<file path="config.mk">
export PLATFORM = sky130hd
export DESIGN_NAME = music_player_ctrl
export DESIGN_NICKNAME = d
export VERILOG_FILES = /design/src/rtl/music_player_ctrl.sv
export SDC_FILE = /design/constraint.sdc
export NUM_CORES = 1
export LEC_CHECK = 0
export BUFFER_PORTS_ARGS = -buffer_cell sky130_fd_sc_hd__clkbuf_2
export CAP_MARGIN = 15
export CORE_MARGIN = 4
export CORE_UTILIZATION = 40
export DETAILED_ROUTE_END_ITERATION = 7
export GPL_ROUTABILITY_DRIVEN = 0
export GPL_TIMING_DRIVEN = 0
export HOLD_SLACK_MARGIN = 0.05
export PLACE_DENSITY = 0.62
export SKIP_CTS_REPAIR_TIMING = 1
export SLEW_MARGIN = 0
export SYNTH_ARGS = -nofsm -noshare
export SYNTH_HDL_FRONTEND = slang
export SYNTH_SLANG_ARGS = --single-unit
export TNS_END_PERCENT = 100
</file>
<file path="constraint.sdc">
create_clock -name clk -period 3.5 [get_ports clk]
set_input_delay 0.7 -clock clk [delete_from_list [all_inputs] [get_ports clk]]
set_output_delay 0.7 -clock clk [all_outputs]
set_load 0.01 [all_outputs]
</file>
<file path="src/rtl/music_player_ctrl.sv">
// Music player sequencer: walks one 128-entry song window of note words,
// holding each note for BEAT_CYCLES cycles after the cycle it was fetched.
module music_player_ctrl #(
  parameter int unsigned BEAT_CYCLES = 6250000
) (
  input  logic        clk,
  input  logic        rst,
  input  logic        play,
  input  logic        stop,
  input  logic [4:0]  song_sel,
  output logic        memreq_val,
  output logic [15:0] memreq_addr,
  input  logic [31:0] memresp_data,
  output logic [2:0]  note,
  output logic        playing,
  output logic        done
);

  typedef enum logic [1:0] {
    S_IDLE,
    S_FETCH,
    S_HOLD,
    S_END
  } state_e;

  localparam logic [23:0] BEAT_LAST  = 24'(BEAT_CYCLES - 1);
  localparam logic [15:0] SONG_BYTES = 16'h0200;
  localparam logic [31:0] SONG_END   = 32'hFFFF_FFFF;

  // Words 0..7 are note codes; anything else that is not the end marker is a rest.
  function automatic logic [2:0] decode_note(input logic [31:0] d);
    decode_note = (d <= 32'd7) ? d[2:0] : 3'd0;
  endfunction

  state_e      state_q, state_d;
  logic [15:0] base_q, base_d;
  logic [15:0] addr_q, addr_d;
  logic [23:0] cnt_q, cnt_d;
  logic [2:0]  note_q, note_d;

  logic [15:0] addr_next;
  logic [15:0] window_end;
  logic [15:0] song_base;

  assign addr_next  = addr_q + 16'd4;
  assign window_end = base_q + SONG_BYTES;
  assign song_base  = {2'b00, song_sel, 9'd0};

  always_comb begin
    state_d = state_q;
    base_d  = base_q;
    addr_d  = addr_q;
    cnt_d   = cnt_q;
    note_d  = note_q;

    if (stop) begin
      state_d = S_IDLE;
      note_d  = 3'd0;
      cnt_d   = 24'd0;
    end else begin
      unique case (state_q)
        S_IDLE: begin
          if (play) begin
            base_d  = song_base;
            addr_d  = song_base;
            state_d = S_FETCH;
          end
        end
        S_FETCH: begin
          if (memresp_data == SONG_END) begin
            state_d = S_END;
          end else begin
            note_d  = decode_note(memresp_data);
            cnt_d   = BEAT_LAST;
            state_d = S_HOLD;
          end
        end
        S_HOLD: begin
          if (cnt_q == 24'd0) begin
            // The last entry of the window ends the song rather than spilling over.
            if (addr_next == window_end) begin
              state_d = S_END;
            end else begin
              addr_d  = addr_next;
              state_d = S_FETCH;
            end
          end else begin
            cnt_d = cnt_q - 24'd1;
          end
        end
        S_END: begin
          note_d  = 3'd0;
          state_d = S_IDLE;
        end
      endcase
    end
  end

  always_ff @(posedge clk) begin
    if (rst) begin
      state_q <= S_IDLE;
      base_q  <= 16'd0;
      addr_q  <= 16'd0;
      cnt_q   <= 24'd0;
      note_q  <= 3'd0;
    end else begin
      state_q <= state_d;
      base_q  <= base_d;
      addr_q  <= addr_d;
      cnt_q   <= cnt_d;
      note_q  <= note_d;
    end
  end

  assign memreq_val  = (state_q == S_FETCH);
  assign memreq_addr = (state_q == S_FETCH) ? addr_q : 16'd0;
  assign note        = note_q;
  assign playing     = (state_q == S_FETCH) || (state_q == S_HOLD);
  assign done        = (state_q == S_END);

endmodule
</file>
==> results of run 1 <==
## cell type report
class	count	area, µm²	area share
inverter	15	56.3	0.0157
multi-input combinational	292	1940	0.541
tap	99	124	0.0346
clock buffer	5	68.8	0.0192
timing repair buffer	59	295	0.0824
clock inverter	3	46.3	0.0129
sequential	48	961	0.268
buffer	20	95.1	0.0265
## layer usage
layer / GRT usage / wire (µm)
met5: 0 / 0
met4: 0.0397 / 68
met3: 0.0300 / 510
met2: 0.314 / 3700
met1: 0.260 / 3880
## through the flow
stage          worst slack, ps  hold slack (ps)  area, µm²   util  power (mW)
2_1_floorplan              982              449       3050      -       0.812
3_3_place_gp               572              462       3470  0.473       0.890
3_5_place_dp               556              465       3470  0.473       0.896
4_1_cts                    502              481       3580  0.489        1.32
5_1_grt                    209              494       3580  0.489        1.38
6_report                   487              478       3580  0.489        1.31
## flip-flops by register name, summed over array words and instances (netlist names)
name and flops:
state_q 2, addr_q 14, cnt_q 24, note 3
base_q 5
## synth_stat cells, types with 5 or more instances
cell type,n
nand4_1,18
nand3b_1,5
ha_1,7
inv_1,15
xor2_1,14
and2_1,16
nor4_1,17
nand2b_1,7
or2_2,5
mux2i_1,5
clkbuf_1,11
and3_1,7
a21oi_1,23
or3_1,6
a31o_1,5
nor2_1,32
nand3_1,8
nor3_1,13
o21ai_0,8
dfxtp_1,48
nand2_1,20
xnor2_1,11
## cells by family after synthesis
logic type | after synthesis | synth area share
buf+inv | 35 | 0.0497
compound gates | 79 | 0.189
mux | 5 | 0.0164
other cells | 1 | 0.00123
simple gates | 173 | 0.320
fa+ha+maj | 7 | 0.0288
xor+xnor | 26 | 0.0793
flops | 48 | 0.316
## worst max-delay path: cells and delay by family, from the launching register on
kind            cells  cell delay (ps)
compound gates      4             1040
buf+inv             2              400
flops               1              470
simple gates        3             1020
## power groups by stage
stage,registers [mW],clock network (mW),logic (mW)
floorplan,0.602,0,0.209
global placement,0.608,0,0.282
detailed placement,0.609,0,0.287
CTS,0.597,0.433,0.288
global route,0.601,0.457,0.322
finish,0.597,0.425,0.287
## how the worst min path moves through the flow
stage                      to
detailed placement    note[1]
global route          note[1]
CTS                   note[1]
global placement      note[0]
floorplan           cnt_q[13]
finish                note[1]
==> impl_metrics.json, run 1 <==
{
  "fin_crit_sh": 0.861,
  "hold_class": "reg2reg",
  "tightest_slew_ps": 792,
  "core-area_um2": 7330,
  "power-per-cell-area_nw_per_um2": 365,
  "critPathRequiredTime_ps": 3730,
  "clk_pin_slew_ps": 100,
  "combPwrFrac": 0.219,
  "cpPeakStageDelay_ps": 580,
  "dp_hpwl_um": 6250,
  "slew_headroom": 0.467,
  "seq_area_frac_synth": 0.316,
  "crit_type": "reg2reg",
  "ant_nets": 0,
  "die_w_um": 95.3,
  "cp-endpoint": "addr_q[12]",
  "syn_area_um2": 3050,
  "rows": 31,
  "synth_area_leaders": "dfxtp_1 (32%), xor2_1 (4.0%), nor2_1 (3.9%), a21oi_1 (3.8%), nand4_1 (3.7%)",
  "synthToLayoutAreaGrowth_pct": 17.7,
  "die_h_um": 95.3,
  "dp_cells": 533,
  "swShare": 0.302,
  "drv_cap": 0,
  "synth-async-reset-ratio": 0,
  "tritoncts": "built",
  "grt_max_degree": 17,
  "synth.distinct_cells": 63,
  "routed_wl_um": 8150,
  "synth_flop_cell": "dfxtp_1",
  "port_buffers": 59,
  "rr_endpoint": "addr_q[12]",
  "drc_errors": 0,
  "clock_power_share": 0.325,
  "rsz0062_at_grt": "no",
  "cts_made_buffers": 5,
  "grt_util_all_layers": 0.190,
  "antenna_cells": 0,
  "seq_power_share": 0.456,
  "critPathMaxFanout": 10,
  "final_common_cell": "clkbuf_2",
  "detail_route.wl_per_cell_um": 15.1,
  "synth.avg_cell_area_um2": 8.14,
  "synth.largest_area_cell": "dfxtp_1",
  "setup_violations": 0,
  "fill_cells": 701,
  "num_io_pins": 63,
  "critical_path.slowest_cell": "nor4_2",
  "crit_path_end_kind": "flop",
  "grt_pass1_vias": 2795,
  "cts_buffer_depth": 2,
  "reg2reg_from": "addr_q[9]",
  "setup_tns_ps": 0,
  "fmax_mhz": 332,
  "ff2ff_path_depth": 9,
  "cp_cell_sequence": "nand4_1 > clkbuf_1 > nor4_2 > a211oi_1 > o32ai_1 > o31ai_2 > or2_4 > buf_6 > a221oi_2",
  "drive_above_1_share": 0.204,
  "root_buffer": "clkbuf_8",
  "post_drt_via_cell_ratio": 5.53,
  "htreeDepth": 2,
  "ys_warn_count": 0,
  "ys_ff_latch": 48,
  "critPathLaunchType": "flop",
  "clk_latency_ps": 310,
  "hold_viol": 0,
  "nNetsFinal": 489,
  "worstHoldPathCells": 2,
  "synth_cells": 374,
  "yosys.area.top_type_share": 0.316,
  "start_util": 0.415,
  "num_vias": 2990,
  "status": "completed",
  "final.min_clock_period_ps": 3010,
  "final-instance-count-excl-fill": 541,
  "final_cell_mix": "clkbuf_2 (59), dfxtp_1 (48), nor2_1 (32)",
  "finalClockSkew_ps": 14.1,
  "synth-edff-count": 0,
  "antenna_found_initial": 0,
  "leakagePower_nw": 1.39,
  "cp.arrival_ps": 3240,
  "slew_viol_final": 0,
  "worstHoldStart": "note[1]",
  "reg2reg_setup_slack_ps": 490,
  "drtPass1Iterations": 4,
  "grt-ovfl-total": 0,
  "cts.sinks": 48,
  "die_area_um2": 9070,
  "drt_iter0_drc": 180,
  "ir_worst_vdd_v": 0.000169,
  "grt_first_pass_wirelength_um": 13700,
  "crit_start": "addr_q[9]",
  "switching_power_mw": 0.396,
  "p_int_mw": 0.913
}
Note: power is estimated with default switching activity, not from simulation.
==> run 2, diff against run 1 <==
--- a/config.mk
+++ b/config.mk
@@ -7,13 +7,13 @@
 export LEC_CHECK = 0
 export BUFFER_PORTS_ARGS = -buffer_cell sky130_fd_sc_hd__clkbuf_2
 export CAP_MARGIN = 15
-export CORE_MARGIN = 4
-export CORE_UTILIZATION = 40
+export CORE_MARGIN = 2
+export CORE_UTILIZATION = 55
 export DETAILED_ROUTE_END_ITERATION = 7
 export GPL_ROUTABILITY_DRIVEN = 0
 export GPL_TIMING_DRIVEN = 0
 export HOLD_SLACK_MARGIN = 0.05
-export PLACE_DENSITY = 0.62
+export PLACE_DENSITY = 0.81
 export SKIP_CTS_REPAIR_TIMING = 1
 export SLEW_MARGIN = 0
 export SYNTH_ARGS = -nofsm -noshare
==> impl_metrics.json, run 2 (synthesis gave the netlist of run 1 again) <==
{
  "fmax_mhz": 336,
  "core-area_um2": 5440,
  "largest-register": "cnt_q",
  "post_drt_via_cell_ratio": 5.92,
  "drc_errors": 0,
  "num_io_pins": 63,
  "final.min_clock_period_ps": 2980,
  "largest_register_ffs": 24,
  "final_cell_mix": "clkbuf_2 (59), dfxtp_1 (48), nor2_1 (32)",
  "clk_latency_ps": 310,
  "finalClockSkew_ps": 8.95,
  "fin_crit_sh": 0.851,
  "clk_pin_slew_ps": 100,
  "ir_worst_vdd_v": 0.000247,
  "drtPass1Iterations": 4,
  "ant_nets": 0,
  "die_h_um": 78.4,
  "antenna_cells": 0,
  "port_buffers": 59,
  "crit_path_end_kind": "flop",
  "grt-ovfl-total": 0,
  "drt_iter0_drc": 131,
  "rows": 27,
  "synthToLayoutAreaGrowth_pct": 17.3,
  "critPathLaunchType": "flop",
  "setup_tns_ps": 0,
  "start_util": 0.560,
  "die_w_um": 78.4,
  "slew_headroom": 0.497,
  "rsz0062_at_grt": "no",
  "setup_violations": 0,
  "die_area_um2": 6150,
  "final-instance-count-excl-fill": 514,
  "reg.largest.list": "cnt_q x24, addr_q x14, base_q x5",
  "crit_type": "reg2reg",
  "power-per-cell-area_nw_per_um2": 385,
  "detail_route.wl_per_cell_um": 14.8,
  "cts_made_buffers": 5,
  "cts_buffer_depth": 2,
  "root_buffer": "clkbuf_8",
  "grt_util_all_layers": 0.257,
  "routed_wl_um": 7590,
  "hold_viol": 0,
  "hold_class": "reg2reg",
  "grt_first_pass_wirelength_um": 12900,
  "status": "completed",
  "drive_above_1_share": 0.204,
  "htreeDepth": 2,
  "cp.arrival_ps": 3200,
  "tightest_slew_ps": 748,
  "final_common_cell": "clkbuf_2",
  "slew_viol_final": 0,
  "fill_cells": 460,
  "cts.sinks": 48,
  "nNetsFinal": 489,
  "dp_hpwl_um": 5670,
  "grt_pass1_vias": 2906,
  "critPathMaxFanout": 10,
  "leakagePower_nw": 1.41,
  "dp_cells": 506,
  "grt_max_degree": 17,
  "tritoncts": "built",
  "drv_cap": 0,
  "antenna_found_initial": 0,
  "critPathRequiredTime_ps": 3720,
  "num_vias": 3043
}
[run 2: cell types whose count changed in the layout (fill, tap and decap cells not counted), sizes merged]
cell and change:
bufinv +1, clkinvlp -1
[run 2: path summary, 6_finish.rpt]
path,start,endpoint,depth (start not counted),slack [ps]
setup reg to reg,addr_q[8],addr_q[12],9,520
setup / recovery,addr_q[8],addr_q[12],9,520
hold / removal,note[2],note[2],2,480
hold reg to reg,note[2],note[2],2,480
[run 2: layout make-up]
cell class	count	area, µm²	share of cell area
Buffer	20	95.1	0.0266
Timing Repair Buffer	59	295	0.0827
Tap cell	72	90.1	0.0252
Inverter	15	56.3	0.0158
Multi-Input combinational cell	292	1940	0.542
Clock inverter	3	68.8	0.0193
Sequential cell	48	961	0.269
Clock buffer	5	68.8	0.0193
[run 2: stage by stage]
stage                     area, µm²  hold WS [ps]  utilization  worst slack, ps  total power, mW
after floorplan                3050           449            -              982            0.812
after global placement         3430           458        0.631              683            0.882
after detailed placement       3430           462        0.631              573            0.892
after CTS                      3570           478        0.657              538             1.37
after global routing           3570           502        0.657              264             1.43
final                          3570           477        0.657              522             1.37
[run 2: routing by layer]
metal	track usage	vias to the layer above	part of all wire
met2	0.453	97	0.49
li1	-	1514	-
met1	0.315	1423	0.44
met4	0.0930	0	0.011
met3	0.0414	9	0.058
met5	0	-	0
[run 2: power by group]
group,internal [mW],switching [mW]
Sequential,0.571,0.0264
Clock,0.288,0.203
Combinational,0.127,0.159
[run 2: critical path: stages, from the launching register on]
cell and delay (ps):
dfxtp_1 470, nand4_1 180, clkbuf_1 250, nor4_2 550, a211oi_1 100, o32ai_1 490, o31ai_2 170, or2_4 280
buf_6 150, a221oi_2 260
